**src/rtl/column_stream_sequencer_pkg.sv**
```systemverilog
// ============================================================
// column_stream_sequencer_pkg : shared state encoding and width helpers
// Rev 1.0
// ============================================================
`default_nettype none

package column_stream_sequencer_pkg;

  typedef enum logic [2:0] {
    ST_IDLE  = 3'd0,
    ST_ROWS  = 3'd1,
    ST_FILL  = 3'd2,
    ST_PAD   = 3'd3,
    ST_FLUSH = 3'd4
  } state_t;

  // Row slots run to IMAGE_HEIGHT+BLOCK_SIZE-1 inside a flush column.
  function automatic int calc_row_w(input int image_height, input int block_size);
    return $clog2(image_height + block_size);
  endfunction

  function automatic int calc_col_w(input int image_width, input int block_size);
    return $clog2(image_width + block_size);
  endfunction

  function automatic bit params_legal(input int block_size, input int image_height,
                                      input int image_width);
    return (block_size >= 2) && (image_height >= 2) && (image_width >= 1);
  endfunction

endpackage

`default_nettype wire

```
**src/rtl/column_stream_sequencer_if.sv**
```systemverilog
// ============================================================
// column_stream_sequencer_if : AXI-Stream pixel handshake (no data path)
// Rev 1.0
// ============================================================
`default_nettype none

interface column_stream_sequencer_if;

  logic s_tvalid;
  logic s_tready;
  logic s_tlast;
  logic s_tuser;

  modport master (output s_tvalid, output s_tlast, output s_tuser, input  s_tready);
  modport slave  (input  s_tvalid, input  s_tlast, input  s_tuser, output s_tready);

endinterface

`default_nettype wire

```
**src/rtl/column_stream_sequencer_seq_counter.sv**
```systemverilog
// ============================================================
// column_stream_sequencer_seq_counter : row/column counter pair with terminal counts
// Rev 1.0
// ============================================================
`default_nettype none

module column_stream_sequencer_seq_counter #(
  parameter int ROW_W = 3,
  parameter int COL_W = 3
) (
  input  logic             aclk,
  input  logic             aresetn,
  input  logic             row_inc,
  input  logic             row_clr,
  input  logic             col_inc,
  input  logic             col_clr,
  input  logic [ROW_W-1:0] row_last,
  input  logic [COL_W-1:0] col_last,
  output logic [ROW_W-1:0] row_idx,
  output logic [COL_W-1:0] col_idx,
  output logic             row_tc,
  output logic             col_tc
);

  logic [ROW_W-1:0] r_row;
  logic [COL_W-1:0] r_col;

  always_ff @(posedge aclk) begin
    if (!aresetn) begin
      r_row <= '0;
      r_col <= '0;
    end else begin
      if (row_clr)      r_row <= '0;
      else if (row_inc) r_row <= r_row + ROW_W'(1);
      if (col_clr)      r_col <= '0;
      else if (col_inc) r_col <= r_col + COL_W'(1);
    end
  end

  assign row_idx = r_row;
  assign col_idx = r_col;
  assign row_tc  = (r_row == row_last);
  assign col_tc  = (r_col == col_last);

endmodule

`default_nettype wire

```
**src/rtl/column_stream_sequencer.sv**
```systemverilog
// ============================================================
// column_stream_sequencer : sequences column loads, padding and flush of the pixel shift buffer
// Rev 1.0
// ============================================================
`default_nettype none

module column_stream_sequencer
  import column_stream_sequencer_pkg::*;
#(
  parameter int BLOCK_SIZE   = 3,
  parameter int IMAGE_HEIGHT = 480,
  parameter int IMAGE_WIDTH  = 640,
  parameter int ROW_W        = calc_row_w(IMAGE_HEIGHT, BLOCK_SIZE),
  parameter int COL_W        = calc_col_w(IMAGE_WIDTH, BLOCK_SIZE)
) (
  input  logic                      aclk,
  input  logic                      aresetn,
  column_stream_sequencer_if.slave  stream,
  input  logic                      output_has_back_pressure,
  output logic                      shift_en,
  output logic                      pad_sel,
  output logic [ROW_W-1:0]          row_idx,
  output logic [COL_W-1:0]          col_idx,
  output logic                      window_valid,
  output logic                      first_row_strobe,
  output logic                      frame_done,
  output logic                      err_tlast_early,
  output logic                      err_tlast_missing
);

  generate
    if (!params_legal(BLOCK_SIZE, IMAGE_HEIGHT, IMAGE_WIDTH)) begin : g_bad_params
      $error("column_stream_sequencer: illegal BLOCK_SIZE/IMAGE_HEIGHT/IMAGE_WIDTH");
    end
  endgenerate

  localparam logic [ROW_W-1:0] c_rows_last  = ROW_W'(IMAGE_HEIGHT - 1);
  localparam logic [ROW_W-1:0] c_pad_last   = ROW_W'(BLOCK_SIZE - 1);
  localparam logic [ROW_W-1:0] c_flush_last = ROW_W'(IMAGE_HEIGHT + BLOCK_SIZE - 1);
  localparam logic [COL_W-1:0] c_img_last   = COL_W'(IMAGE_WIDTH - 1);
  localparam logic [COL_W-1:0] c_frame_last = COL_W'(IMAGE_WIDTH + BLOCK_SIZE - 2);
  localparam logic [COL_W-1:0] c_win_first  = COL_W'(BLOCK_SIZE - 1);

  state_t           r_state;
  state_t           w_next;
  logic             w_run, w_ready, w_shift, w_pad, w_win;
  logic             w_row_inc, w_row_clr, w_col_inc, w_col_clr;
  logic             w_row_tc, w_col_tc;
  logic             w_done, w_err_early, w_err_missing;
  logic [ROW_W-1:0] w_row_last, w_row_idx;
  logic [COL_W-1:0] w_col_last, w_col_idx;

  // Nothing moves while reset is held or the output side pushes back.
  always_comb begin
    w_run      = aresetn && !output_has_back_pressure;
    w_ready    = 1'b0;
    w_shift    = 1'b0;
    w_pad      = 1'b0;
    w_row_last = c_rows_last;
    w_col_last = c_img_last;
    unique case (r_state)
      ST_IDLE:  begin
        w_ready = w_run;
        w_shift = w_run && stream.s_tvalid && stream.s_tuser;
      end
      ST_ROWS:  begin
        w_ready = w_run;
        w_shift = w_run && stream.s_tvalid;
      end
      ST_FILL:  begin
        w_pad   = aresetn;
        w_shift = w_run;
      end
      ST_PAD:   begin
        w_pad      = aresetn;
        w_shift    = w_run;
        w_row_last = c_pad_last;
      end
      ST_FLUSH: begin
        w_pad      = aresetn;
        w_shift    = w_run;
        w_row_last = c_flush_last;
        w_col_last = c_frame_last;
      end
      default: ;
    endcase
  end

  always_comb begin
    w_next        = r_state;
    w_row_inc     = 1'b0;
    w_row_clr     = 1'b0;
    w_col_inc     = 1'b0;
    w_col_clr     = 1'b0;
    w_done        = 1'b0;
    w_err_early   = 1'b0;
    w_err_missing = 1'b0;
    if (w_shift) begin
      unique case (r_state)
        ST_IDLE: begin
          w_row_inc = 1'b1;
          w_next    = ST_ROWS;
        end
        ST_ROWS: begin
          if (w_row_tc) begin
            w_row_clr     = 1'b1;
            w_err_missing = !stream.s_tlast;
            w_next        = ST_PAD;
          end else begin
            w_row_inc = 1'b1;
            if (stream.s_tlast) begin
              w_err_early = 1'b1;
              w_next      = ST_FILL;
            end
          end
        end
        ST_FILL: begin
          w_row_inc = !w_row_tc;
          w_row_clr = w_row_tc;
          if (w_row_tc) w_next = ST_PAD;
        end
        ST_PAD: begin
          w_row_inc = !w_row_tc;
          w_row_clr = w_row_tc;
          w_col_inc = w_row_tc;
          if (w_row_tc) w_next = w_col_tc ? ST_FLUSH : ST_ROWS;
        end
        ST_FLUSH: begin
          w_row_inc = !w_row_tc;
          w_row_clr = w_row_tc;
          if (w_row_tc) begin
            w_col_inc = !w_col_tc;
            w_col_clr = w_col_tc;
            w_done    = w_col_tc;
            if (w_col_tc) w_next = ST_IDLE;
          end
        end
        default: ;
      endcase
    end
  end

  always_ff @(posedge aclk) begin
    if (!aresetn) r_state <= ST_IDLE;
    else          r_state <= w_next;
  end

  column_stream_sequencer_seq_counter #(
    .ROW_W (ROW_W),
    .COL_W (COL_W)
  ) u_seq_counter (
    .aclk     (aclk),
    .aresetn  (aresetn),
    .row_inc  (w_row_inc),
    .row_clr  (w_row_clr),
    .col_inc  (w_col_inc),
    .col_clr  (w_col_clr),
    .row_last (w_row_last),
    .col_last (w_col_last),
    .row_idx  (w_row_idx),
    .col_idx  (w_col_idx),
    .row_tc   (w_row_tc),
    .col_tc   (w_col_tc)
  );

  assign w_win = aresetn && (r_state != ST_IDLE) && (w_col_idx >= c_win_first);

  assign stream.s_tready   = w_ready;
  assign shift_en          = w_shift;
  assign pad_sel           = w_pad;
  assign row_idx           = w_row_idx;
  assign col_idx           = w_col_idx;
  assign window_valid      = w_win;
  assign first_row_strobe  = w_win && w_shift && (w_row_idx == '0) && (r_state != ST_PAD);
  assign frame_done        = w_done;
  assign err_tlast_early   = w_err_early;
  assign err_tlast_missing = w_err_missing;

endmodule

`default_nettype wire

```
**src/flat_wrapper.sv**
```systemverilog
// flat-port wrapper written by rule: the top's interface ports become plain ports
module column_stream_sequencer_flat import column_stream_sequencer_pkg::*;
#(
  parameter int BLOCK_SIZE   = 3,
  parameter int IMAGE_HEIGHT = 480,
  parameter int IMAGE_WIDTH  = 640,
  parameter int ROW_W        = calc_row_w(IMAGE_HEIGHT, BLOCK_SIZE),
  parameter int COL_W        = calc_col_w(IMAGE_WIDTH, BLOCK_SIZE)
)
  (aclk, aresetn, output_has_back_pressure, shift_en, pad_sel, row_idx, col_idx, window_valid, first_row_strobe, frame_done, err_tlast_early, err_tlast_missing, stream_s_tvalid, stream_s_tlast, stream_s_tuser, stream_s_tready);
  column_stream_sequencer_if stream_i ();
  input  logic aclk;
  input  logic aresetn;
  input  logic output_has_back_pressure;
  output logic shift_en;
  output logic pad_sel;
  output logic [ROW_W-1:0] row_idx;
  output logic [COL_W-1:0] col_idx;
  output logic window_valid;
  output logic first_row_strobe;
  output logic frame_done;
  output logic err_tlast_early;
  output logic err_tlast_missing;
  input wire logic [$bits(stream_i.s_tvalid)-1:0] stream_s_tvalid;
  input wire logic [$bits(stream_i.s_tlast)-1:0] stream_s_tlast;
  input wire logic [$bits(stream_i.s_tuser)-1:0] stream_s_tuser;
  output wire logic [$bits(stream_i.s_tready)-1:0] stream_s_tready;
  assign stream_i.s_tvalid = stream_s_tvalid;
  assign stream_i.s_tlast = stream_s_tlast;
  assign stream_i.s_tuser = stream_s_tuser;
  assign stream_s_tready = stream_i.s_tready;
  column_stream_sequencer #(.BLOCK_SIZE(BLOCK_SIZE), .IMAGE_HEIGHT(IMAGE_HEIGHT), .IMAGE_WIDTH(IMAGE_WIDTH), .ROW_W(ROW_W), .COL_W(COL_W)) u_core (.aclk(aclk), .aresetn(aresetn), .stream(stream_i), .output_has_back_pressure(output_has_back_pressure), .shift_en(shift_en), .pad_sel(pad_sel), .row_idx(row_idx), .col_idx(col_idx), .window_valid(window_valid), .first_row_strobe(first_row_strobe), .frame_done(frame_done), .err_tlast_early(err_tlast_early), .err_tlast_missing(err_tlast_missing));
endmodule
```
**config.mk**
```make
export PLATFORM = sky130hd
export DESIGN_NAME = column_stream_sequencer_flat
export DESIGN_NICKNAME = d
export VERILOG_FILES = /design/src/rtl/column_stream_sequencer_pkg.sv /design/src/rtl/column_stream_sequencer_if.sv /design/src/rtl/column_stream_sequencer_seq_counter.sv /design/src/rtl/column_stream_sequencer.sv /design/src/flat_wrapper.sv
export SDC_FILE = /design/constraint.sdc
export NUM_CORES = 1
export LEC_CHECK = 0
export ABC_AREA = 1
export CAP_MARGIN = 20
export CELL_PAD_IN_SITES_DETAIL_PLACEMENT = 0
export CELL_PAD_IN_SITES_GLOBAL_PLACEMENT = 2
export CORE_UTILIZATION = 23
export CTS_BUF_LIST = sky130_fd_sc_hd__clkbuf_8
export CTS_CLUSTER_SIZE = 16
export DETAILED_ROUTE_END_ITERATION = 8
export GPL_TIMING_DRIVEN = 1
export PLACE_DENSITY_LB_ADDON = 0.1
export SKIP_LAST_GASP = 1
export SYNTH_ARGS = -nofsm -noshare
export SYNTH_HDL_FRONTEND = slang
export SYNTH_HIERARCHICAL = 1
export SYNTH_SLANG_ARGS = --single-unit
export TNS_END_PERCENT = 10
```
**constraint.sdc**
```tcl
create_clock -name aclk -period 3.5 [get_ports aclk]
set_input_delay 0.525 -clock aclk [delete_from_list [all_inputs] [get_ports aclk]]
set_output_delay 0.525 -clock aclk [all_outputs]
set_load 0.03 [all_outputs]
```
# --- After elaboration in Yosys (flattened, before gate mapping) ---
# Cells that the tools add are included.
totals:
  in_bits: 6
  output_inout_bits: 27
  register_bits: 22
  wordCells: 72
op_classes:
  n_reduce_logical: 21
  bitwise: 1
  n_addsub: 2
  mux: 32
  eq_ne: 12
  order_cmp: 1
ops:
  columns: ["cell", "n"]
  rows:
  - ["two-way mux 3 bit", 7]
  - ["two-way mux 1 bit", 18]
  - ["one-hot mux 9 bit (2 select lines)", 1]
  - ["one-hot mux 3 bit (5 select lines)", 1]
  - ["adder 10 x 1 -> 10 bit, second input constant", 1]
  - ["equality test 10 bit", 1]
  - ["greater-or-equal comparator 10 x 2 -> 1 bit, second input constant", 1]
  - ["adder 9 x 1 -> 9 bit, second input constant", 1]
  - ["equality test 9 bit", 1]
  - ["logical NOT 9 bit", 1]
  - ["logical AND 1 bit", 8]
  - ["two-way mux 8 bit", 1]
  - ["inequality test 2 x 1 -> 1 bit, second input constant", 4]
  - ["AND reduction 7 bit", 1]
  - ["equality test 3 x 2 -> 1 bit, second input constant", 2]
  - ["inequality test 3 x 2 -> 1 bit, second input constant", 2]
  - ["one-hot mux 1 bit (3 select lines)", 2]
  - ["OR reduction 2 bit", 3]
  - ["nonzero test 5 bit", 1]
  - ["logical NOT 1 bit", 4]
  - ["one-hot mux 1 bit (2 select lines)", 2]
  - ["equality test 3 x 1 -> 1 bit, second input constant", 1]
  - ["equality test 3 bit, second input constant", 1]
  - ["logical NOT 3 bit", 1]
  - ["3 further kinds", 3]

# --- Depth between registers and ports, before layout ---
depth:
  ltp_word: 8
  ltp_mapped: 18
  ltp_nobuf: 18

# --- Hierarchy ---
# The synthesis kept the hierarchy.
by_module_without_submodules:
  columns: ["mod", "cells_each", "n_inst", "seq_area_each_um2", "area_each_um2"]
  rows:
  - ["column_stream_sequencer_seq_counter", 150, 1, 380.4, 1071.0]
  - ["column_stream_sequencer", 98, 1, 60.1, 490.5]

# --- Worst setup path after synthesis ---
# No wires, ideal clock.
synth_timing:
  path_type: "register -> output"
  startpoint: "reg u_core.r_state[1]"
  endpoint: "out err_tlast_missing"
  stages_incl_launch_ff: 12
  setup_slack_ns: 0.968
  required_ns: 2.975
  t_arrival_ns: 2.007
  path_buffers: 0
  path_cell_list: "dfxtp_1 -> nor2_2 -> nand2_2 -> inv_1 -> nor2_1 -> xnor2_1 -> nand4_1 -> nor2_1 -> nand4_1 -> nor2_1 -> nand2_1 -> inv_1"
synth_via:
  elab_chain_len: 6
  word_cells_on_any_way: 12
  classes_between: "eq/ne: 5; mux: 5; reduce/logical: 2"
synth_lines:
  columns: ["element", "line", "rtl"]
  rows:
  - ["from (decl)", "column_stream_sequencer.sv:44", "state_t r_state;"]
  - ["from (signal assigned)", "column_stream_sequencer.sv:145", "else r_state <= w_next;"]
  - ["equality test 3 bit or equality test 3 x 2 -> 1 bit (tied branches)", "column_stream_sequencer.sv:61", "unique case (r_state)"]
  - ["one-hot mux 9 bit (2 select lines) (*)", "column_stream_sequencer.sv:61", null]
  - ["net u_core.w_row_last[0]", "column_stream_sequencer.sv:50", "logic [ROW_W-1:0] w_row_last, w_row_idx;"]
  - ["equality test 9 bit (*)", "column_stream_sequencer_seq_counter.sv:42", "assign row_tc = (r_row == row_last);"]
  - ["net u_core.w_row_tc", "column_stream_sequencer.sv:48", "logic w_row_tc, w_col_tc;"]
  - ["two-way mux 1 bit (*)", "column_stream_sequencer.sv:105", "if (w_row_tc) begin"]
  - ["two-way mux 1 bit (*)", "column_stream_sequencer.sv:99", "unique case (r_state)"]
  - ["two-way mux 1 bit (*)", "column_stream_sequencer.sv:98", "if (w_shift) begin"]
  - ["to (decl)", "flat_wrapper.sv:23", "output logic err_tlast_missing;"]
# The timed path passes the listed nets; every way through them passes the cells marked *.

# --- Worst setup path in the final report ---
# Ends and elaborated chain as after synthesis.

==> impl_metrics.ini <==
[critical_path]
rr_worst_depth = 19
path_cells = nand2_1 -> nor2_2 -> inv_1 -> xnor2_1 -> nand4_1 -> nor2_1 -> buf_4 -> nand4_1 -> nor2_1 -> nand2_1 -> inv_1 -> clkdlybuf4s50_1
required_ns = 2.97
crit_fanout = 7
critPathCaptureType = output port
cpMaxStageDelayCell = clkdlybuf4s50_1
worstPathArrival_ns = 2.71
worstSetupPathType = flip-flop to output port
worst_setup_path_start_kind = flip-flop
cpPeakStageDelay_ns = 0.65

[placement]
gp_congestion = 0.705
place_hpwl_mm = 3.22
portBuffers = 32

[clocking]
htreeDepth = 1
cts_buffers = 3
cts.path.max_buffers = 2
cts_tree = yes
cts-root-buf = clkbuf_8
hold_buffers = 0
clkSinkCount = 22
clk_latency_ns = 0.26
path_clk_slew_ns = 0.09
cts_setup_buffers = 0

[layout]
final_layout_size_suffix_gt1_frac = 0.103
post-route-util = 0.320
synthToLayoutAreaGrowth_pct = 32.5
diodes = 0
fin_nets = 299

[floorplan]
design.core.area_um2 = 6460
die_x_um = 84.4
io_pins = 33
core.rowCount = 29
start_util = 0.242
die_area_um2 = 7120
fp.dieH_um = 84.4

[logic_synthesis]
synth_most_common_cell = nand2_1
avgSynthCellArea_um2 = 6.30
synth_edf_count = 0
ys_top_cells_by_count = nand2_1 (43), inv_1 (39), nor2_1 (35)
ys.flop_type = dfxtp_1
ys_seq_elements = 22
synth_area_leaders = dfxtp_1 (28%), nand2_1 (10%), inv_1 (9.4%), nor2_1 (8.4%), a21oi_1 (6.4%)
yosysSeqAreaShare = 0.282
async_flop_share = 0
synth_top_cell_by_area = dfxtp_1
synth_cells = 248
yosysWarningCount = 6
synth_area_um2 = 1560
synth_top_area_frac = 0.282
yosys.cell_types.count = 31

[pwr]
p_per_area_nw_per_um2 = 297
total_power_uw = 615
p_seq_frac = 0.438
ir_drop_mv = 0.0923
clkPwrFrac = 0.309
power_switching_uw = 200
p_sw_frac = 0.324
p_leak_nw = 0.912
power_frac_comb = 0.252
intPower_uw = 416

[global_route]
grt_usage = 0.119
antenna_found_initial = 0
grt_pass1_wl_mm = 6.87
grt_pass1_vias = 1408
grt_max_degree = 13
overflow = 0

[detailed_routing]
dr.pass1.iters = 8
wl_per_cell_um = 11.6
totalWireLength_mm = 4.24
remaining_drc_errors = 3
postRouteAntennaNets = 0
drt-initial-drc-count = 83
vias = 1600
vias_per_cell = 4.36

[worst_hold_path]
min_path_cells = 1
hold_class = flip-flop to flip-flop

[timing]
setup_violations = 0
finalCritPeriodShare = 0.925
fin_hold_ws_ns = 0.543
slew_viol_final = 0
fin_skew_ns = 0.00377
max_freq_mhz = 309
finalSetupTns_ns = 0
min_period_ns = 3.24
hold_violations = 0
rsz0062_at_grt = no

[flow_run]
cap_violations = 0

[run_status]
status = finished with violations
violations = DRC
-- cells by family after synthesis --
kind of cell,share of synthesized area
adder cells (fa/ha/maj),0.0160
XOR/XNOR,0.0897
buffers and inverters,0.111
flip-flops,0.282
AND/OR/NAND/NOR,0.356
other,0.00481
AO/OA/AOI/OAI,0.141
-- stage by stage --
stage,instances,cell area (um^2),setup slack [ns]
after global routing,367,2070,0.0174
after global placement,363,2010,0.337
after CTS,367,2060,0.136
after floorplan,251,1570,0.968
after detailed placement,363,2010,0.362
final,367,2070,0.263
-- registers in the layout (all words and copies together) (netlist names) --
name                          count
u_core/u_seq_counter/col_idx     10
u_core/r_state                    3
u_core/u_seq_counter/row_idx      9
-- cell type report --
cell class,instances,area (um^2)
Inverter,43,161
Fill cell,723,4390
Sequential cell,22,440
Tap cell,77,96.3
Multi-Input combinational cell,185,965
Timing Repair Buffer,36,350
Clock buffer,4,55.1
-- critical path, delay by kind of cell (launching register included) --
kind | cells | cell delay (ns)
buf+inv | 4 | 1.00
simple gates | 7 | 0.81
flops | 1 | 0.47
xor+xnor | 1 | 0.17
-- power by group through the flow --
stage / registers (mW) / clock network, mW / logic [mW]
2_1_floorplan: 0.278 / 0 / 0.106
3_3_place_gp: 0.275 / 0 / 0.162
3_5_place_dp: 0.276 / 0 / 0.157
4_1_cts: 0.269 / 0.200 / 0.158
5_1_grt: 0.272 / 0.209 / 0.176
6_report: 0.270 / 0.190 / 0.155
-- layout by cell type, fill, tap and decap left out --
cell / synthesis / layout
o21ai_0: 11 / 11
dfxtp_1: 22 / 22
o21a_1: 1 / 1
ha_1: 2 / 2
a31oi_1: 2 / 2
nor2_2: 6 / 8
nand2_2: 5 / 5
nor2_1: 35 / 33
conb_1: 2 / 5
xnor2_1: 7 / 7
xor2_1: 9 / 9
a41oi_1: 1 / 1
and3_1: 1 / 1
or2_2: 2 / 2
nand3_1: 13 / 13
a21boi_0: 1 / 1
inv_2: 3 / 3
clkinv_1: 1 / 1
nor3_1: 7 / 7
nand3_2: 1 / 1
o21bai_2: 1 / 1
nand4_1: 6 / 6
clkdlybuf4s50_1: 0 / 32
nand2_1: 43 / 43
clkbuf_8: 0 / 4
buf_4: 0 / 4
a21oi_1: 20 / 20
o21ai_1: 2 / 2
nor2_4: 1 / 1
nor3_2: 1 / 1
o21bai_1: 1 / 1
inv_1: 39 / 39
nor4_1: 1 / 1
-- final timing paths --
path / start / to / slack (ns)
max: u_core/r_state[1] / err_tlast_missing / 0.26
max reg2reg: u_core/r_state[1] / u_core/u_seq_counter/row_idx[7] / 0.87
min reg2reg: u_core/u_seq_counter/col_idx[0] / u_core/u_seq_counter/col_idx[0] / 0.54
min: u_core/u_seq_counter/col_idx[0] / u_core/u_seq_counter/col_idx[0] / 0.54
-- repair_timing --
item	4_1_cts	5_1_grt
hold endpoints to repair	0	0
resized for setup	0	2
setup endpoints to repair	0	2
-- routing by layer --
layer,track usage,part of all wire,up-vias
li1,-,-,871
met1,0.183,0.55,705
met2,0.167,0.41,22
met3,0.0187,0.032,2
met4,0.0370,0.0068,0
met5,0,0,-
(Power assumes the default switching activity.)
